### src/rtl/life_monitor_if.sv
// -----------------------------------------------------------------------------
// life_monitor_if
//   Bundle between the Life-core side (master) and the statistics engine
//   (slave). The master drives the load strobe, the grid and the sample
//   request. The slave returns busy/done and the registered scan results.
//
//   Parameters : W (row length), H (rows), GEN_W (generation counter width)
//   master     : drives load, q, sample; reads every result signal
//   slave      : reads load, q, sample; drives every result signal
// -----------------------------------------------------------------------------
interface life_monitor_if #(
  parameter int W     = 16,
  parameter int H     = 16,
  parameter int GEN_W = 16
);
  localparam int POP_W = $clog2(W * H + 1);
  localparam int RW    = $clog2(H);
  localparam int CW    = $clog2(W);

  logic             load;
  logic [W*H-1:0]   q;
  logic             sample;
  logic             busy;
  logic             done;
  logic [POP_W-1:0] population;
  logic             extinct;
  logic             still;
  logic             osc2;
  logic             overrun;
  logic [GEN_W-1:0] gen_count;
  logic [RW-1:0]    bbox_rmin;
  logic [RW-1:0]    bbox_rmax;
  logic [CW-1:0]    bbox_cmin;
  logic [CW-1:0]    bbox_cmax;

  modport master (
    output load, q, sample,
    input  busy, done, population, extinct, still, osc2, overrun, gen_count,
           bbox_rmin, bbox_rmax, bbox_cmin, bbox_cmax
  );

  modport slave (
    input  load, q, sample,
    output busy, done, population, extinct, still, osc2, overrun, gen_count,
           bbox_rmin, bbox_rmax, bbox_cmin, bbox_cmax
  );
endinterface

### src/rtl/life_monitor.sv
// -----------------------------------------------------------------------------
// life_monitor
//   Row-serial statistics engine for a WxH toroidal Game-of-Life grid.
//   A sample request snapshots the grid. The engine then walks the snapshot
//   one row per cycle and reports the population, extinction, still-life and
//   period-2 oscillation status, a saturating generation count and, when
//   built in, the bounding box of the live cells.
//
//   Ports
//     clk    : single clock, rising edge
//     reset  : synchronous, active-high; clears every register
//     bus    : life_monitor_if.slave
//              in  load, q, sample
//              out busy, done, population, extinct, still, osc2, overrun,
//                  gen_count, bbox_rmin, bbox_rmax, bbox_cmin, bbox_cmax
//
//   Build option
//     LIFE_MONITOR_BBOX_EN : when defined, the bounding box is tracked during
//                            the scan. Otherwise the four bbox outputs are 0.
// -----------------------------------------------------------------------------
module life_monitor #(
  parameter int W     = 16,
  parameter int H     = 16,
  parameter int GEN_W = 16
) (
  input  logic          clk,
  input  logic          reset,
  life_monitor_if.slave bus
);
  localparam int POP_W = $clog2(W * H + 1);
  localparam int RW    = $clog2(H);
  localparam int CW    = $clog2(W);

  typedef enum logic {IDLE, SCAN} state_t;

  state_t           state;
  logic [W*H-1:0]   snap;
  logic [W*H-1:0]   prev1;
  logic [W*H-1:0]   prev2;
  logic [RW-1:0]    row;
  logic [POP_W-1:0] acc;
  logic             eq1;
  logic             eq2;
  logic [1:0]       hist;

  // Registered outputs
  logic             busy;
  logic             done;
  logic [POP_W-1:0] population;
  logic             extinct;
  logic             still;
  logic             osc2;
  logic             overrun;
  logic [GEN_W-1:0] gen_count;

  function automatic logic [POP_W-1:0] popcount(input logic [W-1:0] v);
    logic [POP_W-1:0] cnt;
    cnt = '0;
    for (int i = 0; i < W; i++) cnt = cnt + POP_W'(v[i]);
    return cnt;
  endfunction

  // Per-row datapath: the current row together with the same row of the two
  // previous completed snapshots, folded into the running values.
  logic [W-1:0]     cur_row;
  logic [W-1:0]     p1_row;
  logic [W-1:0]     p2_row;
  logic [POP_W-1:0] acc_next;
  logic             eq1_next;
  logic             eq2_next;
  logic             last_row;

  // NOTE: every signal written in an always_comb gets a value on every path
  // (here unconditionally) so no latch can be inferred.
  always_comb begin
    cur_row  = snap[row*W +: W];
    p1_row   = prev1[row*W +: W];
    p2_row   = prev2[row*W +: W];
    acc_next = acc + popcount(cur_row);
    eq1_next = eq1 & (cur_row == p1_row);
    eq2_next = eq2 & (cur_row == p2_row);
    last_row = (row == RW'(H - 1));
  end

`ifdef LIFE_MONITOR_BBOX_EN
  logic          found;
  logic [RW-1:0] rmin_acc;
  logic [RW-1:0] rmax_acc;
  logic [W-1:0]  or_acc;
  logic [RW-1:0] rmin_next;
  logic [RW-1:0] rmax_next;
  logic [W-1:0]  or_next;
  logic [CW-1:0] cmin_next;
  logic [CW-1:0] cmax_next;
  logic [RW-1:0] bbox_rmin;
  logic [RW-1:0] bbox_rmax;
  logic [CW-1:0] bbox_cmin;
  logic [CW-1:0] bbox_cmax;

  // Rows arrive in ascending order: the first live row is the minimum and the
  // latest live row is the maximum. An empty grid never updates them, so they
  // stay at their capture value of 0, and an all-zero OR mask leaves the
  // column search at 0 as well.
  always_comb begin
    rmin_next = (!found && (|cur_row)) ? row : rmin_acc;
    rmax_next = (|cur_row) ? row : rmax_acc;
    or_next   = or_acc | cur_row;
    cmin_next = '0;
    cmax_next = '0;
    for (int i = W - 1; i >= 0; i--) if (or_next[i]) cmin_next = CW'(i);
    for (int i = 0; i < W; i++)      if (or_next[i]) cmax_next = CW'(i);
  end

  assign bus.bbox_rmin = bbox_rmin;
  assign bus.bbox_rmax = bbox_rmax;
  assign bus.bbox_cmin = bbox_cmin;
  assign bus.bbox_cmax = bbox_cmax;
`else
  assign bus.bbox_rmin = '0;
  assign bus.bbox_rmax = '0;
  assign bus.bbox_cmin = '0;
  assign bus.bbox_cmax = '0;
`endif

  // NOTE: sequential state uses non-blocking assignments only, so every
  // register samples the pre-edge values regardless of statement order.
  always_ff @(posedge clk) begin
    if (reset) begin
      // NOTE: the snapshot and history stores are cleared on reset as well,
      // because the reset state of every register is observable behaviour.
      state      <= IDLE;
      snap       <= '0;
      prev1      <= '0;
      prev2      <= '0;
      row        <= '0;
      acc        <= '0;
      eq1        <= 1'b0;
      eq2        <= 1'b0;
      hist       <= '0;
      busy       <= 1'b0;
      done       <= 1'b0;
      population <= '0;
      extinct    <= 1'b0;
      still      <= 1'b0;
      osc2       <= 1'b0;
      overrun    <= 1'b0;
      gen_count  <= '0;
`ifdef LIFE_MONITOR_BBOX_EN
      found      <= 1'b0;
      rmin_acc   <= '0;
      rmax_acc   <= '0;
      or_acc     <= '0;
      bbox_rmin  <= '0;
      bbox_rmax  <= '0;
      bbox_cmin  <= '0;
      bbox_cmax  <= '0;
`endif
    end else begin
      done <= 1'b0;
      if (bus.load) begin
        // New pattern loaded into the core: history is meaningless, any scan
        // in flight is dropped and a concurrent sample is not accepted.
        hist      <= '0;
        gen_count <= '0;
        state     <= IDLE;
        busy      <= 1'b0;
      end else begin
        case (state)
          IDLE: begin
            if (bus.sample) begin
              snap      <= bus.q;
              row       <= '0;
              acc       <= '0;
              eq1       <= 1'b1;
              eq2       <= 1'b1;
              gen_count <= (&gen_count) ? gen_count : gen_count + GEN_W'(1);
              state     <= SCAN;
              busy      <= 1'b1;
`ifdef LIFE_MONITOR_BBOX_EN
              found     <= 1'b0;
              rmin_acc  <= '0;
              rmax_acc  <= '0;
              or_acc    <= '0;
`endif
            end
          end
          SCAN: begin
            if (bus.sample) overrun <= 1'b1;
            acc <= acc_next;
            eq1 <= eq1_next;
            eq2 <= eq2_next;
            row <= row + RW'(1);
`ifdef LIFE_MONITOR_BBOX_EN
            found    <= found | (|cur_row);
            rmin_acc <= rmin_next;
            rmax_acc <= rmax_next;
            or_acc   <= or_next;
`endif
            if (last_row) begin
              population <= acc_next;
              extinct    <= (acc_next == '0);
              // hist is the pre-increment count of completed snapshots.
              still      <= eq1_next && (hist >= 2'd1);
              osc2       <= eq2_next && !eq1_next && (hist >= 2'd2);
              prev2      <= prev1;
              prev1      <= snap;
              hist       <= (hist == 2'd2) ? 2'd2 : hist + 2'd1;
              done       <= 1'b1;
              busy       <= 1'b0;
              state      <= IDLE;
`ifdef LIFE_MONITOR_BBOX_EN
              bbox_rmin  <= rmin_next;
              bbox_rmax  <= rmax_next;
              bbox_cmin  <= cmin_next;
              bbox_cmax  <= cmax_next;
`endif
            end
          end
          default: state <= IDLE;
        endcase
      end
    end
  end

  assign bus.busy       = busy;
  assign bus.done       = done;
  assign bus.population = population;
  assign bus.extinct    = extinct;
  assign bus.still      = still;
  assign bus.osc2       = osc2;
  assign bus.overrun    = overrun;
  assign bus.gen_count  = gen_count;
endmodule

### src/flat_wrapper.sv
// flat-port wrapper written by rule: the top's interface ports become plain ports
module life_monitor_flat 
#(
  parameter int W     = 16,
  parameter int H     = 16,
  parameter int GEN_W = 16
)
  (clk, reset, bus_load, bus_q, bus_sample, bus_busy, bus_done, bus_population, bus_extinct, bus_still, bus_osc2, bus_overrun, bus_gen_count, bus_bbox_rmin, bus_bbox_rmax, bus_bbox_cmin, bus_bbox_cmax);
  life_monitor_if #(.W(W), .H(H), .GEN_W(GEN_W)) bus_i ();
  input  logic clk;
  input  logic reset;
  input wire logic [$bits(bus_i.load)-1:0] bus_load;
  input wire logic [$bits(bus_i.q)-1:0] bus_q;
  input wire logic [$bits(bus_i.sample)-1:0] bus_sample;
  output wire logic [$bits(bus_i.busy)-1:0] bus_busy;
  output wire logic [$bits(bus_i.done)-1:0] bus_done;
  output wire logic [$bits(bus_i.population)-1:0] bus_population;
  output wire logic [$bits(bus_i.extinct)-1:0] bus_extinct;
  output wire logic [$bits(bus_i.still)-1:0] bus_still;
  output wire logic [$bits(bus_i.osc2)-1:0] bus_osc2;
  output wire logic [$bits(bus_i.overrun)-1:0] bus_overrun;
  output wire logic [$bits(bus_i.gen_count)-1:0] bus_gen_count;
  output wire logic [$bits(bus_i.bbox_rmin)-1:0] bus_bbox_rmin;
  output wire logic [$bits(bus_i.bbox_rmax)-1:0] bus_bbox_rmax;
  output wire logic [$bits(bus_i.bbox_cmin)-1:0] bus_bbox_cmin;
  output wire logic [$bits(bus_i.bbox_cmax)-1:0] bus_bbox_cmax;
  assign bus_i.load = bus_load;
  assign bus_i.q = bus_q;
  assign bus_i.sample = bus_sample;
  assign bus_busy = bus_i.busy;
  assign bus_done = bus_i.done;
  assign bus_population = bus_i.population;
  assign bus_extinct = bus_i.extinct;
  assign bus_still = bus_i.still;
  assign bus_osc2 = bus_i.osc2;
  assign bus_overrun = bus_i.overrun;
  assign bus_gen_count = bus_i.gen_count;
  assign bus_bbox_rmin = bus_i.bbox_rmin;
  assign bus_bbox_rmax = bus_i.bbox_rmax;
  assign bus_bbox_cmin = bus_i.bbox_cmin;
  assign bus_bbox_cmax = bus_i.bbox_cmax;
  life_monitor #(.W(W), .H(H), .GEN_W(GEN_W)) u_core (.clk(clk), .reset(reset), .bus(bus_i));
endmodule
### config.mk
export PLATFORM = sky130hd
export DESIGN_NAME = life_monitor_flat
export DESIGN_NICKNAME = d
export VERILOG_FILES = /design/src/rtl/life_monitor_if.sv /design/src/rtl/life_monitor.sv /design/src/flat_wrapper.sv
export SDC_FILE = /design/constraint.sdc
export NUM_CORES = 2
export LEC_CHECK = 0
export ABC_AREA = 1
export CAP_MARGIN = 30
export CORE_MARGIN = 1.5
export CORE_UTILIZATION = 40
export CTS_CLUSTER_DIAMETER = 100
export CTS_CLUSTER_SIZE = 20
export DETAILED_ROUTE_END_ITERATION = 16
export SYNTH_ARGS = -nofsm -noshare
export SYNTH_HDL_FRONTEND = slang
export SYNTH_SLANG_ARGS = --single-unit
export TNS_END_PERCENT = 100
### constraint.sdc
create_clock -name clk -period 8.5 [get_ports clk]
set_clock_uncertainty 0.1 [all_clocks]
set_input_delay 1.7 -clock clk [delete_from_list [all_inputs] [get_ports clk]]
set_output_delay 1.7 -clock clk [all_outputs]
set_load 0.005 [all_outputs]
Word-level counts from Yosys, hierarchy flattened
Index checks and enable logic that the tools add are counted.
{"block": "word_totals", "ff_bits": 817, "latchBits": 0, "ram_bits": 0, "mem_bits_ro": 0, "inputBits": 260, "word_cells": 81, "mem_count": 0}
{"block": "classes", "addsub": 19, "n_mul": 0, "div": 0, "n_lt_le_gt_ge": 2, "n_eq_ne": 6, "shift": 3, "mux": 14, "bitwise_logic": 5, "reduce_logical": 15}
{"operator": "$shiftx A256 B9 Y16", "count": 3}
{"operator": "$add A9 B1 Y9", "count": 14}
{"operator": "$eq A16 B16 Y1", "count": 2}
{"operator": "$pmux W9 S2", "count": 1}
{"operator": "$add A16 B1 Y16 const B", "count": 1}
{"operator": "$reduce_and A16 Y1", "count": 1}
{"operator": "$reduce_and A3 Y1", "count": 4}
{"operator": "$add A9 B9 Y9", "count": 1}
{"operator": "$logic_not A9 Y1", "count": 1}
{"operator": "$mux W9", "count": 1}
{"operator": "$pmux W1 S2", "count": 4}
{"operator": "$pmux W4 S2", "count": 1}
{"operator": "$reduce_and A2 Y1", "count": 3}
{"operator": "$mux W1", "count": 5}
{"operator": "$add A4 B1 Y4 const B", "count": 1}
{"operator": "$eq A4 B4 Y1 const B", "count": 1}
{"operator": "$mux W4", "count": 1}
{"operator": "$ne A2 B2 Y1 const B", "count": 2}
{"operator": "$logic_and A1 B1 Y1", "count": 3}
{"operator": "$not A1 Y1", "count": 3}
{"operator": "$reduce_or A3 Y1", "count": 1}
{"operator": "$add A1 B1 Y2", "count": 1}
{"operator": "$add A2 B1 Y2 const B", "count": 1}
{"operator": "$and A1 B1 Y1", "count": 2}
{"operator": "6 further kinds", "count": 6}

Depth between registers and ports, before layout
{"block": "logic_depth", "ltp_word": 18, "ltp_mapped": 27, "ltp_nobuf": 25}

Least setup slack after synthesis
Ideal clock, no wire load.
{"block": "synth_timing", "kind": "register to register", "from": "register u_core.row[0]", "to": "register u_core.acc[8]", "setup_time_ps": 70, "arrival_time_ps": 5307, "t_required_ps": 8330, "setup_slack_ps": 3022, "stages_incl_launch_ff": 26, "n_path_buf": 3, "synth_period_minus_slack_ps": 5478, "cell_sequence": "dfxtp_1 buf_6 buf_6 buf_4 nand2_1 nand3_1 nand3_1 nand3_1 nand2_1 ha_1 fa_1 fa_1 inv_1 fa_1 fa_1 inv_1 ha_1 inv_1 fa_1 o21ai_0 a21oi_1 o21ai_0 nand3_1 xor2_1 or2_2 a21oi_1"}
{"block": "synth_between", "elab_chain_cells": 18}
{"element": "start, declared", "line": "life_monitor.sv:40", "rtl": "logic [RW-1:0] row;"}
{"element": "start signal, assigned", "line": "life_monitor.sv:192", "rtl": "row <= row + RW'(1);"}
{"element": "$shiftx A256 B9 Y16 *", "line": "life_monitor.sv:76", "rtl": "cur_row = snap[row*W +: W];"}
{"element": "$add A1 B1 Y2", "line": "life_monitor.sv:59", "rtl": "for (int i = 0; i < W; i++) cnt = cnt + POP_W'(v[i]);"}
{"element": "$add A9 B1 Y9 (13 in a row)", "line": "life_monitor.sv:59"}
{"element": "$add A9 B1 Y9 *", "line": "life_monitor.sv:59"}
{"element": "$add A9 B9 Y9 *", "line": "life_monitor.sv:79", "rtl": "acc_next = acc + popcount(cur_row);"}
{"element": "$pmux W9 S2 *", "line": "life_monitor.sv:168", "rtl": "case (state)"}
{"element": "end signal, assigned", "line": "life_monitor.sv:189", "rtl": "acc <= acc_next;"}
{"element": "end, declared", "line": "life_monitor.sv:41", "rtl": "logic [POP_W-1:0] acc;"}
Mark *: on every way between the ends. The rest lies on a longest branch, timed or not.
A chain may end at the register's enable or synchronous reset.

Worst setup path in the final report
Ends and elaborated chain as after synthesis.

==> impl_metrics.ini <==
[routing]
viasPerCell = 5.37
drt-pass1-iter-count = 6
drc_errors = 0
avgRoutedWirePerCell_um = 20.1
wl_um = 130000
route.vias.total = 34700
ant_nets = 0
drt-initial-drc-count = 3692

[sta]
hold_viol_final = 0
relSlewSlack_pct = 26.9
fin_crit_ns = 6.86
worstMarginPinSlew_ns = 1.10
period_share_pct = 80.7
grt_setup_unrepaired = false
max_clock_freq_mhz = 146
setup_viol = 0
slew_viol_final = 0
finalSetupTns_ns = 0

[place]
gp_congestion = 0.963
hpwl_um = 90000
io_buffers = 290
dp_cells = 6393
placed_area_mm2 = 0.0394

[logic_synthesis]
synth_edf_count = 0
syn_inst = 5294
avgSynthCellArea_um2 = 6.89
synth.most_common_cell = o21ai_0
ys_seq_elements = 817
ys_seq_area_share_pct = 44.9
yosys-top-cells-count = 928 x o21ai_0, 903 x nor2_1, 835 x nand2_1, 817 x dfxtp_1, 543 x a21oi_1
synth.area.top_cells = dfxtp_1 45%, o21ai_0 13%, nor2_1 9.3%
syn_area_mm2 = 0.0365
yosys.area_share.simple_pct = 23.0
synthArstFlopShare_pct = 0
synthXorXnorAreaFrac_pct = 0.240
synthFlopType = dfxtp_1
synth_top_cell_area_share_pct = 44.9
yosys.area.top_type = dfxtp_1
synth_compound_area_share_pct = 21.5
synth_top_family_by_area = simple AND/OR/NAND/NOR gates
yosysWarnings = 0
yosysUniqueCellTypes = 38
synth-adder-area-share_pct = 1.26
muxShareOfSynthArea_pct = 0

[job]
maxCapViolCount = 0

[floorplanning]
die-width_um = 305
row_count = 110
start_util_pct = 40.4
die_area_mm2 = 0.0930
coreArea_mm2 = 0.0901
io_pins = 307
die_y_um = 305

[clocking]
clk_pin_slew_worst_paths_ns = 0.09
postCtsSetupBuffers = 0
root_buffer = clkbuf_16
cts_num_sinks = 817
cts_made_buffers = 47
hold_buffers = 0
cts_tree = yes
clock_latency_ns = 0.63
htreeDepth = 2
cts_resized = 0
cts_buffer_depth = 3

[setup_path]
start_kind = register
path_class = register to register
path_max_fanout = 91
cp.required_ns = 8.95
cp.arrival_ns = 7.31
cp-end-kind = register

[global_route]
grt_pass1_wl_um = 195000
antenna_found_initial = 6
gr-total-overflow = 0
grt_max_degree = 263
globalRouteTotalUtil_pct = 27.0
grt_pass1_vias = 30900

[finish]
fin_nets = 5557
final_cell_area_mm2 = 0.0407
drive_above_1_share_pct = 2.22
final_cells = 6449
area_growth_pct = 11.7

[pwr]
power_leakage_nw = 16.6
power_density_mw_per_mm2 = 173
finalPower_mw = 7.06
vdd_ir_drop_max_mv = 0.120

[worst_hold_path]
min_path_type = register to register

[outcome]
status = finished clean
## sequential cells by signal, indices dropped and copies added, names as in the netlist
| signal | cells |
|---|---|
| u_core.prev1 | 256 |
| u_core.prev2 | 256 |
| u_core.snap | 256 |
| u_core.bus.gen_count | 16 |
| u_core.acc | 9 |
| u_core.bus.population | 9 |
| u_core.row | 4 |
| u_core.hist | 2 |
| u_core.bus.busy | 1 |
| u_core.bus.done | 1 |
| u_core.bus.extinct | 1 |
| u_core.bus.osc2 | 1 |
| u_core.bus.overrun | 1 |
| u_core.bus.still | 1 |
| u_core.eq1 | 1 |
| u_core.eq2 | 1 |
| u_core.state | 1 |
## logic make-up (layout without fill, tap and decap cells)
| kind of cell | after synthesis | in the layout |
|---|---|---|
| and+or+nand+nor | 2100 | 2100 |
| AOI/OAI and AO/OA | 1539 | 1539 |
| DFF | 817 | 817 |
| buffers and inverters | 797 | 760 |
| adders and majority gates | 30 | 30 |
| xor gates and xnor gates | 10 | 10 |
| other | 1 | 17 |
## cell type report
cell class                 instances  area (um2)
multi-input combinational       3695       16800
tap                             1176        1470
timing repair buffer             337        3400
fill                            9237       49400
antenna                            1        2.50
clock buffer                      51        1230
clock inverter                     3        27.5
inverter                         369        1420
sequential                       817       16400
## metal layers
metal | share of wire (%) | GRT usage [%] | vias up | wire (um)
met3 | 7.6 | 4.83 | 184 | 9920
met2 | 43 | 40.8 | 1183 | 55900
met1 | 45 | 38.3 | 16200 | 58900
met5 | 0 | 0 | - | 0
met4 | 3.8 | 9.62 | 0 | 4940
li1 | - | - | 17100 | -
## layout by cell type (no fill, tap or decap), types with 5 or more instances in the layout
| cell | Yosys | routed |
|---|---|---|
| o21ai_0 | 928 | 928 |
| a21oi_1 | 543 | 543 |
| o22ai_1 | 7 | 7 |
| dfxtp_1 | 817 | 815 |
| o211ai_1 | 36 | 36 |
| clkdlybuf4s50_1 | 0 | 290 |
| buf_4 | 33 | 36 |
| nand3_1 | 338 | 338 |
| conb_1 | 1 | 16 |
| inv_1 | 361 | 360 |
| ha_1 | 19 | 19 |
| clkbuf_16 | 0 | 49 |
| inv_8 | 0 | 5 |
| o21ai_1 | 12 | 12 |
| xor2_1 | 8 | 8 |
| nand2_1 | 835 | 835 |
| nand4_1 | 8 | 8 |
| fa_1 | 11 | 11 |
| buf_12 | 0 | 10 |
| nor2_1 | 903 | 901 |
## worst max-delay path: stages (launching register included)
cell and delay, ns:
dfxtp_4 0.83, inv_6 0.41, buf_4 0.41, nand2_1 0.09
nand3_1 0.06, nand3_1 0.22, nand3_1 0.09, nand2_1 0.12
inv_1 0.09, fa_1 0.51, fa_1 0.57, inv_1 0.06
fa_1 0.50, fa_1 0.41, inv_1 0.06, ha_1 0.15
inv_1 0.06, fa_1 0.46, o21ai_0 0.37, a21oi_1 0.11
o21ai_0 0.26, nand3_1 0.13, xor2_1 0.18, or2_2 0.28
a21oi_1 0.12
## power breakdown
| part | switching (mW) | total [mW] | leakage [nW] | internal, mW |
|---|---|---|---|---|
| Combinational | 0.436 | 0.703 | 9.37 | 0.267 |
| Sequential | 0.0903 | 4.00 | 6.63 | 3.91 |
| Clock | 1.32 | 2.36 | 0.622 | 1.04 |
| Total | 1.85 | 7.06 | 16.6 | 5.21 |
## path summary, 6_finish.rpt
check | from | end | slack (ns) | cells past startpoint
max | u_core.row[0]$_SDFFE_PP0P_ | u_core.acc[8]$_SDFFE_PP0P_ | 1.64 | 24
min | u_core.prev2[169]$_SDFFE_PP0P_ | u_core.prev2[169]$_SDFFE_PP0P_ | 0.35 | 2
max reg2reg | u_core.row[0]$_SDFFE_PP0P_ | u_core.acc[8]$_SDFFE_PP0P_ | 1.64 | 24
min reg2reg | u_core.prev2[169]$_SDFFE_PP0P_ | u_core.prev2[169]$_SDFFE_PP0P_ | 0.35 | 2
## stage by stage
step / setup WS [ns] / util [%] / hold WS (ns)
floorplan: 3.02 / - / 0.324
CTS: 1.73 / 45.2 / 0.353
global route: 1.24 / 45.2 / 0.379
detailed placement: 1.76 / 43.8 / 0.341
global placement: 1.85 / 43.8 / 0.335
finish: 1.64 / 45.2 / 0.353
Note: power is estimated with default switching activity, not from simulation.
